==> src/rtl/wave_gen_dds_if.sv <==
// Configuration handshake bundle for wave_gen_dds: a sender offers a full
// waveform setting with cfg_valid and the generator accepts it with cfg_ready.
`timescale 1ns/1ps

interface wave_gen_dds_if #(
   parameter int DATA_W  = 8,
   parameter int PHASE_W = 32,
   parameter int ADDR_W  = 11
);
   logic               cfg_valid;
   logic               cfg_ready;
   logic [1:0]         cfg_mode;
   logic [PHASE_W-1:0] cfg_ftw;
   logic [ADDR_W-1:0]  cfg_duty;
   logic [DATA_W-1:0]  cfg_amp;

   modport master (
      output cfg_valid, cfg_mode, cfg_ftw, cfg_duty, cfg_amp,
      input  cfg_ready
   );

   modport slave (
      input  cfg_valid, cfg_mode, cfg_ftw, cfg_duty, cfg_amp,
      output cfg_ready
   );
endinterface

==> src/rtl/wave_gen_dds.sv <==
// DDS waveform generator: phase accumulator -> arithmetic waveform stage -> amplitude
// scaling, with a one-deep shadow config that swaps in glitch-free on a phase wrap.
`timescale 1ns/1ps

module wave_gen_dds #(
   parameter int DATA_W  = 8,
   parameter int PHASE_W = 32,
   parameter int ADDR_W  = 11
) (
   input  logic              clk,
   input  logic              reset,
   input  logic              ce,
   input  logic              sync_clr,
   wave_gen_dds_if.slave     cfg_bus,
   output logic [DATA_W-1:0] dout,
   output logic              dout_valid,
   output logic              wrap
);

   localparam logic [PHASE_W-1:0] DEF_FTW  = PHASE_W'(1) << (PHASE_W - ADDR_W);
   localparam logic [ADDR_W-1:0]  DEF_DUTY = ADDR_W'(625);

   typedef enum logic {CFG_EMPTY, CFG_PENDING} cfg_state_t;

   cfg_state_t         state, state_nxt;
   logic               ready, capture, apply, apply_cond;

   logic [1:0]         sh_mode,  act_mode;
   logic [PHASE_W-1:0] sh_ftw,   act_ftw;
   logic [ADDR_W-1:0]  sh_duty,  act_duty;
   logic [DATA_W-1:0]  sh_amp,   act_amp;

   logic [PHASE_W-1:0] phase;
   logic [PHASE_W:0]   phase_sum;
   logic               carry, wrap_p;
   logic [ADDR_W-1:0]  idx;
   logic [DATA_W-1:0]  raw, raw_r, amp_r;
   logic [DATA_W:0]    amp_p1;
   logic               wrap_r, valid_r;

   assign phase_sum  = {1'b0, phase} + {1'b0, act_ftw};
   assign carry      = phase_sum[PHASE_W];
   assign idx        = phase[PHASE_W-1 -: ADDR_W];
   // A stalled accumulator (ftw=0) never wraps, so it must not block a pending swap.
   assign apply_cond = ce && (carry || sync_clr || (act_ftw == '0));
   assign cfg_bus.cfg_ready = ready;

   always_ff @(posedge clk or posedge reset) begin
      if (reset) state <= CFG_EMPTY;
      else       state <= state_nxt;
   end

   always_comb begin
      state_nxt = state;
      unique case (state)
         CFG_EMPTY:   if (cfg_bus.cfg_valid) state_nxt = CFG_PENDING;
         CFG_PENDING: if (apply_cond)        state_nxt = CFG_EMPTY;
         default:     state_nxt = CFG_EMPTY;
      endcase
   end

   always_comb begin
      ready   = 1'b0;
      capture = 1'b0;
      apply   = 1'b0;
      unique case (state)
         CFG_EMPTY: begin
            ready   = 1'b1;
            capture = cfg_bus.cfg_valid;
         end
         CFG_PENDING: apply = apply_cond;
         default: ;
      endcase
   end

   always_ff @(posedge clk or posedge reset) begin
      if (reset) begin
         sh_mode <= '0;
         sh_ftw  <= '0;
         sh_duty <= '0;
         sh_amp  <= '0;
      end else if (capture) begin
         sh_mode <= cfg_bus.cfg_mode;
         sh_ftw  <= cfg_bus.cfg_ftw;
         sh_duty <= cfg_bus.cfg_duty;
         sh_amp  <= cfg_bus.cfg_amp;
      end
   end

   // The active set changes on the same edge that produces the first phase it governs.
   always_ff @(posedge clk or posedge reset) begin
      if (reset) begin
         act_mode <= 2'd0;
         act_ftw  <= DEF_FTW;
         act_duty <= DEF_DUTY;
         act_amp  <= '1;
      end else if (apply) begin
         act_mode <= sh_mode;
         act_ftw  <= sh_ftw;
         act_duty <= sh_duty;
         act_amp  <= sh_amp;
      end
   end

   always_ff @(posedge clk or posedge reset) begin
      if (reset) begin
         phase  <= '0;
         wrap_p <= 1'b0;
      end else if (ce) begin
         phase  <= sync_clr ? '0 : phase_sum[PHASE_W-1:0];
         wrap_p <= carry | sync_clr;
      end
   end

   // Triangle folds the upper index half back down; ADDR_W must be at least DATA_W+1.
   always_comb begin
      raw = '0;
      unique case (act_mode)
         2'd0:    raw = (idx < act_duty) ? '1 : '0;
         2'd1:    raw = idx[ADDR_W-1 -: DATA_W];
         2'd2:    raw = idx[ADDR_W-1] ? ~idx[ADDR_W-2 -: DATA_W] : idx[ADDR_W-2 -: DATA_W];
         2'd3:    raw = '1;
         default: raw = '0;
      endcase
   end

   assign amp_p1 = {1'b0, amp_r} + {{DATA_W{1'b0}}, 1'b1};

   // Amplitude travels with its raw sample so a config swap never mixes two settings.
   always_ff @(posedge clk or posedge reset) begin
      if (reset) begin
         raw_r      <= '0;
         amp_r      <= '0;
         wrap_r     <= 1'b0;
         valid_r    <= 1'b0;
         dout       <= '0;
         dout_valid <= 1'b0;
         wrap       <= 1'b0;
      end else if (ce) begin
         raw_r      <= raw;
         amp_r      <= act_amp;
         wrap_r     <= wrap_p;
         valid_r    <= 1'b1;
         dout       <= DATA_W'(({{(DATA_W+1){1'b0}}, raw_r} * {{DATA_W{1'b0}}, amp_p1}) >> DATA_W);
         dout_valid <= valid_r;
         wrap       <= wrap_r;
      end else begin
         wrap       <= 1'b0;
      end
   end

endmodule
==> src/flat_wrapper.sv <==
// flat-port wrapper written by rule: the top's interface ports become plain ports
module wave_gen_dds_flat 
#(
   parameter int DATA_W  = 8,
   parameter int PHASE_W = 32,
   parameter int ADDR_W  = 11
)
  (clk, reset, ce, sync_clr, dout, dout_valid, wrap, cfg_bus_cfg_valid, cfg_bus_cfg_mode, cfg_bus_cfg_ftw, cfg_bus_cfg_duty, cfg_bus_cfg_amp, cfg_bus_cfg_ready);
  wave_gen_dds_if #(.DATA_W(DATA_W), .PHASE_W(PHASE_W), .ADDR_W(ADDR_W)) cfg_bus_i ();
  input  logic clk;
  input  logic reset;
  input  logic ce;
  input  logic sync_clr;
  output logic [DATA_W-1:0] dout;
  output logic dout_valid;
  output logic wrap;
  input wire logic [$bits(cfg_bus_i.cfg_valid)-1:0] cfg_bus_cfg_valid;
  input wire logic [$bits(cfg_bus_i.cfg_mode)-1:0] cfg_bus_cfg_mode;
  input wire logic [$bits(cfg_bus_i.cfg_ftw)-1:0] cfg_bus_cfg_ftw;
  input wire logic [$bits(cfg_bus_i.cfg_duty)-1:0] cfg_bus_cfg_duty;
  input wire logic [$bits(cfg_bus_i.cfg_amp)-1:0] cfg_bus_cfg_amp;
  output wire logic [$bits(cfg_bus_i.cfg_ready)-1:0] cfg_bus_cfg_ready;
  assign cfg_bus_i.cfg_valid = cfg_bus_cfg_valid;
  assign cfg_bus_i.cfg_mode = cfg_bus_cfg_mode;
  assign cfg_bus_i.cfg_ftw = cfg_bus_cfg_ftw;
  assign cfg_bus_i.cfg_duty = cfg_bus_cfg_duty;
  assign cfg_bus_i.cfg_amp = cfg_bus_cfg_amp;
  assign cfg_bus_cfg_ready = cfg_bus_i.cfg_ready;
  wave_gen_dds #(.DATA_W(DATA_W), .PHASE_W(PHASE_W), .ADDR_W(ADDR_W)) u_core (.clk(clk), .reset(reset), .ce(ce), .sync_clr(sync_clr), .cfg_bus(cfg_bus_i), .dout(dout), .dout_valid(dout_valid), .wrap(wrap));
endmodule
==> config.mk <==
export PLATFORM = sky130hd
export DESIGN_NAME = wave_gen_dds_flat
export DESIGN_NICKNAME = d
export VERILOG_FILES = /design/src/rtl/wave_gen_dds_if.sv /design/src/rtl/wave_gen_dds.sv /design/src/flat_wrapper.sv
export SDC_FILE = /design/constraint.sdc
export NUM_CORES = 1
export LEC_CHECK = 0
export BUFFER_PORTS_ARGS = -buffer_cell sky130_fd_sc_hd__buf_2
export CORE_ASPECT_RATIO = 1.75
export CORE_MARGIN = 8
export CORE_UTILIZATION = 57
export CTS_BUF_LIST = sky130_fd_sc_hd__clkbuf_16
export DETAILED_ROUTE_END_ITERATION = 6
export PLACE_DENSITY = 0.86
export REMOVE_ABC_BUFFERS = 1
export SKIP_CTS_REPAIR_TIMING = 1
export SYNTH_ARGS = -nofsm -noshare
export SYNTH_HDL_FRONTEND = slang
export SYNTH_SLANG_ARGS = --single-unit
==> constraint.sdc <==
create_clock -name clk -period 14.8 [get_ports clk]
set_input_delay 1.48 -clock clk [delete_from_list [all_inputs] [get_ports clk]]
set_output_delay 1.48 -clock clk [all_outputs]
set_load 0.005 [all_outputs]
-- Word-level counts from Yosys, hierarchy flattened
Index checks and enable logic that the tools add are counted.
- $mul: 1
- equal/unequal tests: 3
- order comparisons: 1
- $add $sub $neg: 2
- mux-type cells: 11
- reduce and logical (&&, ||, !) cells: 5
- bitwise gates (word level): 3
- operators by type and width (kind ; count):
    adder 32 x 32 -> 33 bit ; 1
    zero test 32 bit ; 1
    2-to-1 mux 32 bit ; 1
    one-hot mux 8 bit (4 select lines) ; 1
    multiplier 8 x 9 -> 16 bit ; 1
    2-to-1 mux 8 bit ; 2
    < comparator 11 bit ; 1
    adder 8 x 1 -> 9 bit, second input constant ; 1
    NOT 8 bit ; 1
    2-to-1 mux 1 bit ; 6
    equality test 2 bit, second input constant ; 2
    equality test 2 x 1 -> 1 bit, second input constant ; 1
    zero test 2 bit ; 1
    logical OR 1 bit ; 2
    one-hot mux 1 bit (2 select lines) ; 1
    logical AND 1 bit ; 1
    NOT 1 bit ; 1
    OR 1 bit ; 1
- register bits after elaboration: 168
- logic and storage cells: 44
- bits of input ports: 58

-- Longest topological paths before layout
- depth after elaboration: 6
- mapped depth: 19
- gate-level depth less buffers: 19

-- Worst setup path before layout
No wires, ideal clock.
- path type: flip-flop to flip-flop
- from: reg u_core.amp_r[0]
- to: reg u_core.dout[4]
- setup time: 125 ps
- buffers on the path: 0
- arrival: 4921 ps
- cell stages (with the launch flop): 17
- slack: 9754 ps
- period minus slack after synthesis: 5046 ps
- path through: dfrtp_1 > ha_1 > nand3_1 > xor2_1 > nand2b_1 > fa_1 > fa_1 > inv_1 > fa_1 > fa_1 > ha_1 > a2111oi_0 > a22oi_1 > a211oi_1 > o21bai_1 > xor2_1 > mux2_2
- longest elaborated chain between the ends: 2
- ends and longest elaborated chain (what ; line ; text):
    from (decl) ; wave_gen_dds.sv:37 ; logic [DATA_W-1:0] raw, raw_r, amp_r;
    from (signal assigned) ; wave_gen_dds.sv:141 ; amp_r <= act_amp;
    adder 8 x 1 -> 9 bit ; wave_gen_dds.sv:127 ; assign amp_p1 = {1'b0, amp_r} + {{DATA_W{1'b0}}, 1'b1};
    multiplier 8 x 9 -> 16 bit ; wave_gen_dds.sv:144 ; dout <= DATA_W'(({{(DATA_W+1){1'b0}}, raw_r} * {{DATA_W{1'b0}}, amp_p1}) >> DATA_W);
    to (signal assigned) ; wave_gen_dds.sv:144 ;
    to (decl) ; wave_gen_dds.sv:15 ; output logic [DATA_W-1:0] dout,
Every way passes these cells.
A chain may end at the register's enable or synchronous reset.

-- Worst setup path after layout
Same ends and word-level chain as after synthesis.

==> results.sh <==
export IMPL_dieArea_um2=23900
export IMPL_layout_common_cells="154 x dfrtp_1, 75 x ha_1, 72 x inv_1, 71 x mux2_2, 68 x buf_2"
export IMPL_route_met2_wl_um=14300
export IMPL_status="complete, no violations"
export IMPL_route_met3_wl_um=634
export IMPL_gp_congestion=0.949
export IMPL_boundaryPins=69
export IMPL_grt_max_degree=99
export IMPL_worstPathMaxFanout=10
export IMPL_wirelength_um=24800
export IMPL_drv_slew=0
export IMPL_syn_avg_cell_area_um2=11.2
export IMPL_drtPass1Iterations=5
export IMPL_syn_to_final_growth_pct=9.94
export IMPL_htreeDepth=4
export IMPL_numClockSinks=168
export IMPL_grt_pass1_vias=8381
export IMPL_crit_start="u_core.amp_r[0]"
export IMPL_synth_edf_count=0
export IMPL_grt_use_total_pct=21.8
export IMPL_crit_type="flip-flop to flip-flop"
export IMPL_ys_types=61
export IMPL_clk_transition_reported_paths_ns=0.07
export IMPL_grt_ovfl_total=0
export IMPL_rsz0062_at_grt="no"
export IMPL_dr_max_layer_used="met4"
export IMPL_tightestPinTransition_ns=1.01
export IMPL_ys_seq_area_share_pct=38.9
export IMPL_r2r_start="u_core.amp_r[0]"
export IMPL_routedLengthMet1_um=8540
export IMPL_antenna_cells=0
export IMPL_hold_start="u_core.valid_r"
export IMPL_start_kind="flip-flop"
export IMPL_final_nets=1201
export IMPL_clk_latency_ns=0.44
export IMPL_fp_dieW_um=120
export IMPL_cts_root_buf="clkbuf_16"
export IMPL_cp_required_ns=15.13
export IMPL_antenna_found_initial=0
export IMPL_final_common_cell="dfrtp_1"
export IMPL_initial_utilization_pct=57.3
export IMPL_setup_tns_ns=0
export IMPL_num_fill_cells=1513
export IMPL_clock_path_buffers=2
export IMPL_final_hold_violation_count=0
export IMPL_drc=0
export IMPL_min_path_type="flip-flop to flip-flop"
export IMPL_cts_tree="done"
export IMPL_drt_iter0_drc=370
export IMPL_ys_ff_latch=168
export IMPL_viasPerCell=5.94
export IMPL_synthFlopType="dfrtp_1"
export IMPL_hpwl_um=18200
export IMPL_port_buffers=68
export IMPL_ant_nets=0
export IMPL_min_period_over_period_pct=37.8
export IMPL_grt_pass1_wl_um=40900
export IMPL_die_y_um=199
export IMPL_fin_crit_ns=5.60
export IMPL_fin_skew_ns=0.0109
export IMPL_maxSlewHeadroom_pct=32.8
export IMPL_syn_area_um2=10900
export IMPL_postSynthCellCount=970
export IMPL_setup_viol=0
export IMPL_arrival_ns=5.93
export IMPL_cap_violations=0
export IMPL_wl_per_cell_um=19.4
export IMPL_via_count=7614
export IMPL_fmax_mhz=179
export IMPL_core_area_um2=18900
export IMPL_async_reset_ff_share_pct=100
export IMPL_final_layout_size_suffix_gt1_share_pct=23.8
export IMPL_crit_path_end_kind="flip-flop"
export IMPL_yosysWarnings=0
export IMPL_rows=67
export IMPL_cts_buffers=17
==> final timing paths <==
check	endpoint	slack (ns)	cells after the start
max	u_core.dout[4]	9.20	17
max reg2reg	u_core.dout[4]	9.20	17
min in group asynchronous	u_core.sh_amp[2]	1.22	2
max in group asynchronous	u_core.phase[18]	12.14	3
min	u_core.valid_r	0.47	1
min reg2reg	u_core.valid_r	0.47	1
==> kinds of logic (layout without fill, tap and decap cells) <==
logic type	Yosys count	after routing	share of synthesized area [%]
buffers and inverters	108	178	4.12
AO/OA/AOI/OAI	189	189	12.0
XOR/XNOR	52	52	4.20
multiplexers	122	122	14.3
adder cells (fa/ha/maj)	116	116	16.2
AND/OR/NAND/NOR	215	215	10.2
flip-flops	168	168	38.9
==> routing by layer <==
metal / up-vias / GRT usage (%)
li1: 3530 / -
met1: 3809 / 20.4
met2: 190 / 42.6
met3: 85 / 3.13
met4: 0 / 13.9
met5: - / 0
==> synth_stat cells (10+ instances only) <==
cell      number  area share, %
dfrtp_1      154             36
ha_1          75            8.6
inv_1         72            2.5
mux2_2        71            7.4
nand2_1       52            1.8
mux2_4        49            6.8
nor2_1        45            1.6
fa_1          41            7.6
a21oi_1       40            1.8
o21ai_0       38            1.8
and2_1        31            1.8
nor2b_1       28            1.6
clkbuf_1      27           0.93
xnor2_1       27            2.2
xor2_1        25            2.0
a22o_1        24            1.9
dfstp_2       14            3.4
a21o_1        13           0.90
a211oi_1      10           0.69
==> registers in the layout, summed over array words and instances (netlist names) <==
signal / flops
u_core.valid_r: 1
u_core.act_amp: 8
u_core.act_duty: 11
u_core.wrap: 1
u_core.sh_mode: 2
u_core.sh_ftw: 32
u_core.act_ftw: 32
u_core.act_mode: 2
u_core.raw_r: 8
u_core.amp_r: 8
u_core.sh_duty: 11
u_core.phase: 32
u_core.dout: 8
u_core.wrap_p: 1
u_core.dout_valid: 1
u_core.state: 1
u_core.sh_amp: 8
u_core.wrap_r: 1
==> through the flow <==
| step | hold WS, ns | instance area, um2 | setup WS (ns) | util, % | std cells |
|---|---|---|---|---|---|
| after floorplan | 0.431 | 10700 | 8.80 | - | 935 |
| after global placement | 0.446 | 11400 | 9.32 | 60.0 | 1249 |
| after detailed placement | 0.452 | 11400 | 9.17 | 60.0 | 1249 |
| after CTS | 0.472 | 11900 | 9.16 | 63.0 | 1281 |
| after global routing | 0.495 | 11900 | 8.72 | 63.0 | 1281 |
| final | 0.469 | 11900 | 9.20 | 63.0 | 1281 |
==> critical path: stages, from the launching register on <==
cell and delay (ns):
dfrtp_1 0.50, ha_1 0.24, nand3_1 0.15, nor2_1 0.17
xor2_1 0.48, and2_1 0.23, fa_1 0.44, fa_1 0.48
fa_1 0.55, inv_1 0.06, fa_1 0.53, inv_1 0.04
ha_1 0.34, and3_1 0.21, a211oi_1 0.50, o21bai_1 0.15
xor2_1 0.16, mux2_2 0.26
==> cell type report <==
class                   instances  area [um2]  share of cell area (%)
clock inverters                15         134                    1.12
multi-input cells             694        6190                    51.9
flip-flops and latches        168        4220                    35.4
clock buffers                  17         425                    3.57
inverters                      73         279                    2.34
repair buffers                 73         378                    3.17
well taps                     241         302                    2.53
Power is not shown: default switching activity piles up to over one toggle a cycle in this logic, so the estimate is an artifact.
